### config.mk
export PLATFORM = sky130hd
export DESIGN_NAME = f1_en_gen
export DESIGN_NICKNAME = d
export VERILOG_FILES = /design/src/rtl/f1_pkg.sv /design/src/rtl/f1_lfsr.sv /design/src/rtl/f1_en_gen.sv
export SDC_FILE = /design/constraint.sdc
export NUM_CORES = 1
export LEC_CHECK = 0
export ABC_AREA = 1
export CORE_MARGIN = 2
export CORE_UTILIZATION = 40
export CTS_CLUSTER_SIZE = 28
export DETAILED_ROUTE_END_ITERATION = 8
export PLACE_DENSITY = 0.67
export SYNTH_ARGS = -nofsm -noshare
export SYNTH_HDL_FRONTEND = slang
export SYNTH_SLANG_ARGS = --single-unit
export TNS_END_PERCENT = 30
### constraint.sdc
create_clock -name clk -period 2.55 [get_ports clk]
set_input_delay 0.765 -clock clk [delete_from_list [all_inputs] [get_ports clk]]
set_output_delay 0.765 -clock clk [all_outputs]
set_load 0.01 [all_outputs]
### src/rtl/f1_pkg.sv
// ============================================================================
// Module   : f1_pkg
// Brief    : Shared types and constants for the F1 start-light enable source.
// Revision : 1.0 - initial release
// ============================================================================
`default_nettype none

package f1_pkg;

    typedef enum logic [1:0] {
        IDLE  = 2'd0,
        SEQ   = 2'd1,
        DELAY = 2'd2
    } state_t;

    localparam int LFSR_SEED   = 1;
    // Feedback taps for x^7 + x^3 + 1 (bit indices of the 7-bit register)
    localparam int LFSR_TAP_HI = 6;
    localparam int LFSR_TAP_LO = 2;

endpackage

`default_nettype wire

### src/rtl/f1_lfsr.sv
// ============================================================================
// Module   : f1_lfsr
// Brief    : Free-running Fibonacci LFSR, reset to the seed; never reaches 0.
// Revision : 1.0 - initial release
// ============================================================================
`default_nettype none

module f1_lfsr
    import f1_pkg::*;
#(
    parameter int LFSR_W = 7
) (
    input  logic              clk,
    input  logic              rst,
    output logic [LFSR_W-1:0] q
);

    logic [LFSR_W-1:0] r_q;

    always_ff @(posedge clk) begin
        if (rst) begin
            r_q <= LFSR_W'(LFSR_SEED);
        end else begin
            r_q <= {r_q[LFSR_W-2:0], r_q[LFSR_TAP_HI] ^ r_q[LFSR_TAP_LO]};
        end
    end

    assign q = r_q;

endmodule

`default_nettype wire

### src/rtl/f1_en_gen.sv
// ============================================================================
// Module   : f1_en_gen
// Brief    : Enable source for the start-light sequencer: periodic fill pulses,
//            then one lights-out pulse after a pseudo-random delay.
// Revision : 1.0 - initial release
// ============================================================================
`default_nettype none

module f1_en_gen
    import f1_pkg::*;
#(
    parameter int WIDTH  = 16,
    parameter int LFSR_W = 7
) (
    input  logic              clk,
    input  logic              rst,
    input  logic [WIDTH-1:0]  n,
    input  logic              trigger,
    input  logic              cmd_seq,
    input  logic              cmd_delay,
    output logic              en,
    output logic              busy,
    output logic              delay_active,
    output logic [LFSR_W-1:0] delay_val
);

    state_t            r_state;
    logic [WIDTH-1:0]  r_cnt;
    logic [LFSR_W-1:0] r_dcnt;
    logic [LFSR_W-1:0] r_delay_val;
    logic [LFSR_W-1:0] w_lfsr;
    logic              w_tick;
    logic              w_seq_en;
    logic              w_delay_en;

    f1_lfsr #(
        .LFSR_W (LFSR_W)
    ) u_lfsr (
        .clk (clk),
        .rst (rst),
        .q   (w_lfsr)
    );

    assign w_tick     = ((r_state == SEQ) || (r_state == DELAY)) && (r_cnt == '0);
    // cmd_delay wins over a coincident tick: the capture cycle never advances
    assign w_seq_en   = (r_state == SEQ) && !cmd_delay && cmd_seq && w_tick;
    assign w_delay_en = (r_state == DELAY) && w_tick && (r_dcnt == LFSR_W'(1));

    assign en           = !rst && (w_seq_en || w_delay_en);
    assign busy         = (r_state != IDLE);
    assign delay_active = (r_state == DELAY);
    assign delay_val    = r_delay_val;

    always_ff @(posedge clk) begin
        if (rst) begin
            r_state     <= IDLE;
            r_cnt       <= '0;
            r_dcnt      <= '0;
            r_delay_val <= '0;
        end else begin
            case (r_state)
                IDLE: begin
                    if (trigger && cmd_seq) begin
                        r_state <= SEQ;
                        r_cnt   <= n;
                    end
                end
                SEQ: begin
                    if (cmd_delay) begin
                        r_state     <= DELAY;
                        r_cnt       <= n;
                        r_dcnt      <= w_lfsr;
                        r_delay_val <= w_lfsr;
                    end else if (w_tick) begin
                        r_cnt <= n;
                    end else begin
                        r_cnt <= r_cnt - WIDTH'(1);
                    end
                end
                DELAY: begin
                    if (w_tick) begin
                        r_cnt  <= n;
                        r_dcnt <= r_dcnt - LFSR_W'(1);
                        if (r_dcnt == LFSR_W'(1)) begin
                            r_state <= IDLE;
                        end
                    end else begin
                        r_cnt <= r_cnt - WIDTH'(1);
                    end
                end
                default: begin
                    r_state <= IDLE;
                end
            endcase
        end
    end

endmodule

`default_nettype wire

==> results.json, run 1 <==
{
  "grt-ovfl-total": 0,
  "switchingPower_w": 0.00178,
  "tightest_slew_ns": 0.412,
  "n_antenna_cell": 0,
  "synth-main-ff-cell": "dfxtp_1",
  "synth_top_family_by_area": "simple AND/OR/NAND/NOR gates",
  "clock-root-buffer": "clkbuf_8",
  "finalNetCount": 491,
  "cts_made_buffers": 5,
  "synthMuxAreaShare_pct": 0,
  "critPathBufInv": 3,
  "fin_crit_sh_pct": 94.1,
  "start_util_pct": 40.9,
  "critical_path.endpoint_type": "output pin",
  "path_class": "reg2out",
  "fin_crit_ns": 2.40,
  "netSwitchingFraction_pct": 48.2,
  "final_util_pct": 50.9,
  "crit_path_cell_trace": "inv_1, ha_1, buf_4, clkdlybuf4s50_1",
  "syn_avg_cell_area_sq_um": 6.12,
  "wl_per_cell_microns": 12.6,
  "grt_pass1_wl_microns": 11400,
  "synth_fp_nets": 445,
  "postRouteWirelength_microns": 6840,
  "synthesis.area_sq_um": 2550,
  "synthDistinctLibCells": 23,
  "clockBufferDepth": 2,
  "yosys-top-cells-count": "nand2_1, inv_1, o21ai_0",
  "clkPwrFrac_pct": 14.8,
  "crit_path_top_delay_cell": "clkdlybuf4s50_1",
  "place_area_sq_um": 3050,
  "drv_cap": 0,
  "ant_nets": 0,
  "cp_max_fo": 13,
  "rsz0062_at_grt": "no",
  "peakVddDrop_v": 0.000503,
  "dieArea_sq_um": 7030,
  "final_cells": 541,
  "power_w": 0.00369,
  "comb_power_share_pct": 59.5,
  "dr.first_iter.drc_count": 163,
  "firstDrtPassIters": 4,
  "rows": 29,
  "min_from": "u_lfsr.q[0]$_SDFF_PP1_",
  "synth_xor_area_share_pct": 1.03,
  "gp_congestion": 0.906,
  "final_layout_size_suffix_gt1_share_pct": 9.91,
  "finClkSkew_ns": 0.00681,
  "ys_seq_area_share_pct": 30.6,
  "slew_headroom_pct": 72.4,
  "dpl.hpwl_microns": 4870,
  "die_h_microns": 83.9,
  "max_stage_delay_ns": 0.55,
  "tns_ns": 0,
  "postCtsHoldBufs": 0,
  "htreeDepth": 2,
  "yosysTopAreaCellShare_pct": 30.6,
  "drv_slew": 0,
  "critical_path.top_delay_family": "buffers and inverters",
  "synth_largest_area_cell": "dfxtp_1",
  "setup_viol": 0,
  "via_per_inst": 5.04,
  "cts_tree": "built",
  "synth-seq-cells": 39,
  "r2r_slack_ns": 0.49,
  "cell_internal_pwr_w": 0.00191,
  "p_leak_nw": 1.53,
  "max_freq_ghz": 0.417,
  "worst_setup_path_start_kind": "flip-flop",
  "ys.warnings.count": 0,
  "grt_usage_pct": 19.7,
  "core_area_sq_um": 6240,
  "area_growth_pct": 24.6,
  "ios": 31,
  "grt_pass1_vias": 2478,
  "async_flop_share_pct": 0,
  "synth_adder_area_share_pct": 3.43,
  "drc_errors": 0,
  "required_ns": 1.79,
  "hold_path.class": "reg2reg",
  "critPathLaunch": "r_state[0]$_SDFFE_PP0P_",
  "synth_compound_area_share_pct": 19.5,
  "die_x_microns": 83.9,
  "grt_max_degree": 33,
  "status": "finished clean",
  "num_vias": 2728,
  "reg2reg_from": "r_state[1]$_SDFFE_PP0P_",
  "clock_latency_ns": 0.30,
  "power_density_nw_per_um2": 1160,
  "antenna_found_initial": 0,
  "cp.arrival_ns": 1.63,
  "synth_area_leaders": "dfxtp_1, nand2_1, inv_1",
  "p_seq_share_pct": 25.7,
  "syn_inst": 417,
  "numPortBuffers": 30,
  "finish.instance_area_sq_um": 3180,
  "timing_hold_violations_final": 0,
  "dpl.cell_count": 531,
  "yosysMostFrequentCell": "nand2_1",
  "synth-simple-area-share_pct": 32.2,
  "cts.sinks": 39,
  "synth-edff-count": 0,
  "clkTransAtPathRegs_ns": 0.08
}
-- state kept, by name, summed over array words and instances, names as in the netlist --
name       cells
delay_val      7
r_cnt         16
u_lfsr.q       7
r_dcnt         7
r_state        2
-- path summary, 6_finish.rpt --
path	end	depth (start not counted)
worst max-delay path	delay_active	4
worst min-delay path	u_lfsr.q[1]$_SDFF_PP0_	2
worst max register to register	r_state[0]$_SDFFE_PP0P_	10
worst min register to register	u_lfsr.q[1]$_SDFF_PP0_	2
-- worst register-to-register path: cells and delay by family (launching register included) --
kind | cells | cell delay, ns
adder cells (fa/ha/maj) | 1 | 0.31
AO/OA/AOI/OAI | 1 | 0.37
flip-flops | 1 | 0.36
AND/OR/NAND/NOR | 6 | 0.63
buffers and inverters | 2 | 0.29
-- metrics by stage --
stage / setup WS (ns) / hold slack [ns]
4_1_cts: 0.0605 / 0.480
6_report: 0.151 / 0.474
3_5_place_dp: -0.360 / 0.467
3_3_place_gp: -0.353 / 0.450
5_1_grt: 0.0279 / 0.507
2_1_floorplan: 0.229 / 0.421
-- layer usage --
layer / track usage, % / routed length [microns] / vias up / part of all wire, %
met1: 25.5 / 3170 / 1229 / 46
met2: 32.7 / 3210 / 62 / 47
met4: 7.48 / 92 / 0 / 1.3
met3: 3.76 / 364 / 8 / 5.3
met5: 0 / 0 / - / 0
li1: - / - / 1429 / -
-- area by class of cell --
type                            instances  area (sq um)
Tap cell                               77          96.3
Multi-Input combinational cell        292          1440
Timing Repair Buffer                   54           478
Clock inverter                          3          47.5
Inverter                               71           267
Fill cell                             649          3060
Clock buffer                            5          68.8
Sequential cell                        39           781
-- power groups by stage --
stage | clock network, W | registers [W] | logic, W
after detailed placement | 0 | 0.000955 | 0.00216
after global routing | 0.000590 | 0.000969 | 0.00250
after global placement | 0 | 0.000954 | 0.00212
after CTS | 0.000558 | 0.000944 | 0.00218
final | 0.000546 | 0.000950 | 0.00220
after floorplan | 0 | 0.000937 | 0.00154
-- cell usage in the layout (no fill, tap or decap), types with 6 or more instances in the layout --
cell             instances
o21ai_0                 51
a21oi_1                 37
dfxtp_1                 39
clkdlybuf4s50_1         28
nor2_1                  44
nand2_1                 84
nand3_1                 35
nor2_2                   6
ha_1                     7
buf_4                   24
nand4_1                 13
inv_1                   69
-- cells by family after synthesis --
| group | count (synthesis) |
|---|---|
| simple gates | 187 |
| compound gates | 95 |
| buf+inv | 86 |
| flops | 39 |
| fa+ha+maj | 7 |
| xor+xnor | 3 |
-- repair_timing --
action | in CTS | in global routing
endpoints found under the setup margin | 1 | 1
pin swaps | 1 | 1
gates resized for setup | 4 | 3
setup buffers | 1 | 1
endpoints found under the hold margin | 0 | 0
gates cloned | 0 | 0
No activity file was read; power rests on OpenSTA's default activity.
==> run 2, diff against run 1 <==
--- a/config.mk
+++ b/config.mk
@@ -8,7 +8,7 @@
 export ABC_AREA = 1
 export CORE_MARGIN = 2
 export CORE_UTILIZATION = 40
-export CTS_CLUSTER_SIZE = 28
+export CTS_CLUSTER_SIZE = 10
 export DETAILED_ROUTE_END_ITERATION = 8
 export PLACE_DENSITY = 0.67
 export SYNTH_ARGS = -nofsm -noshare
==> results of run 2 <==
Final layout, timing and power as in run 1 (identical DEF).
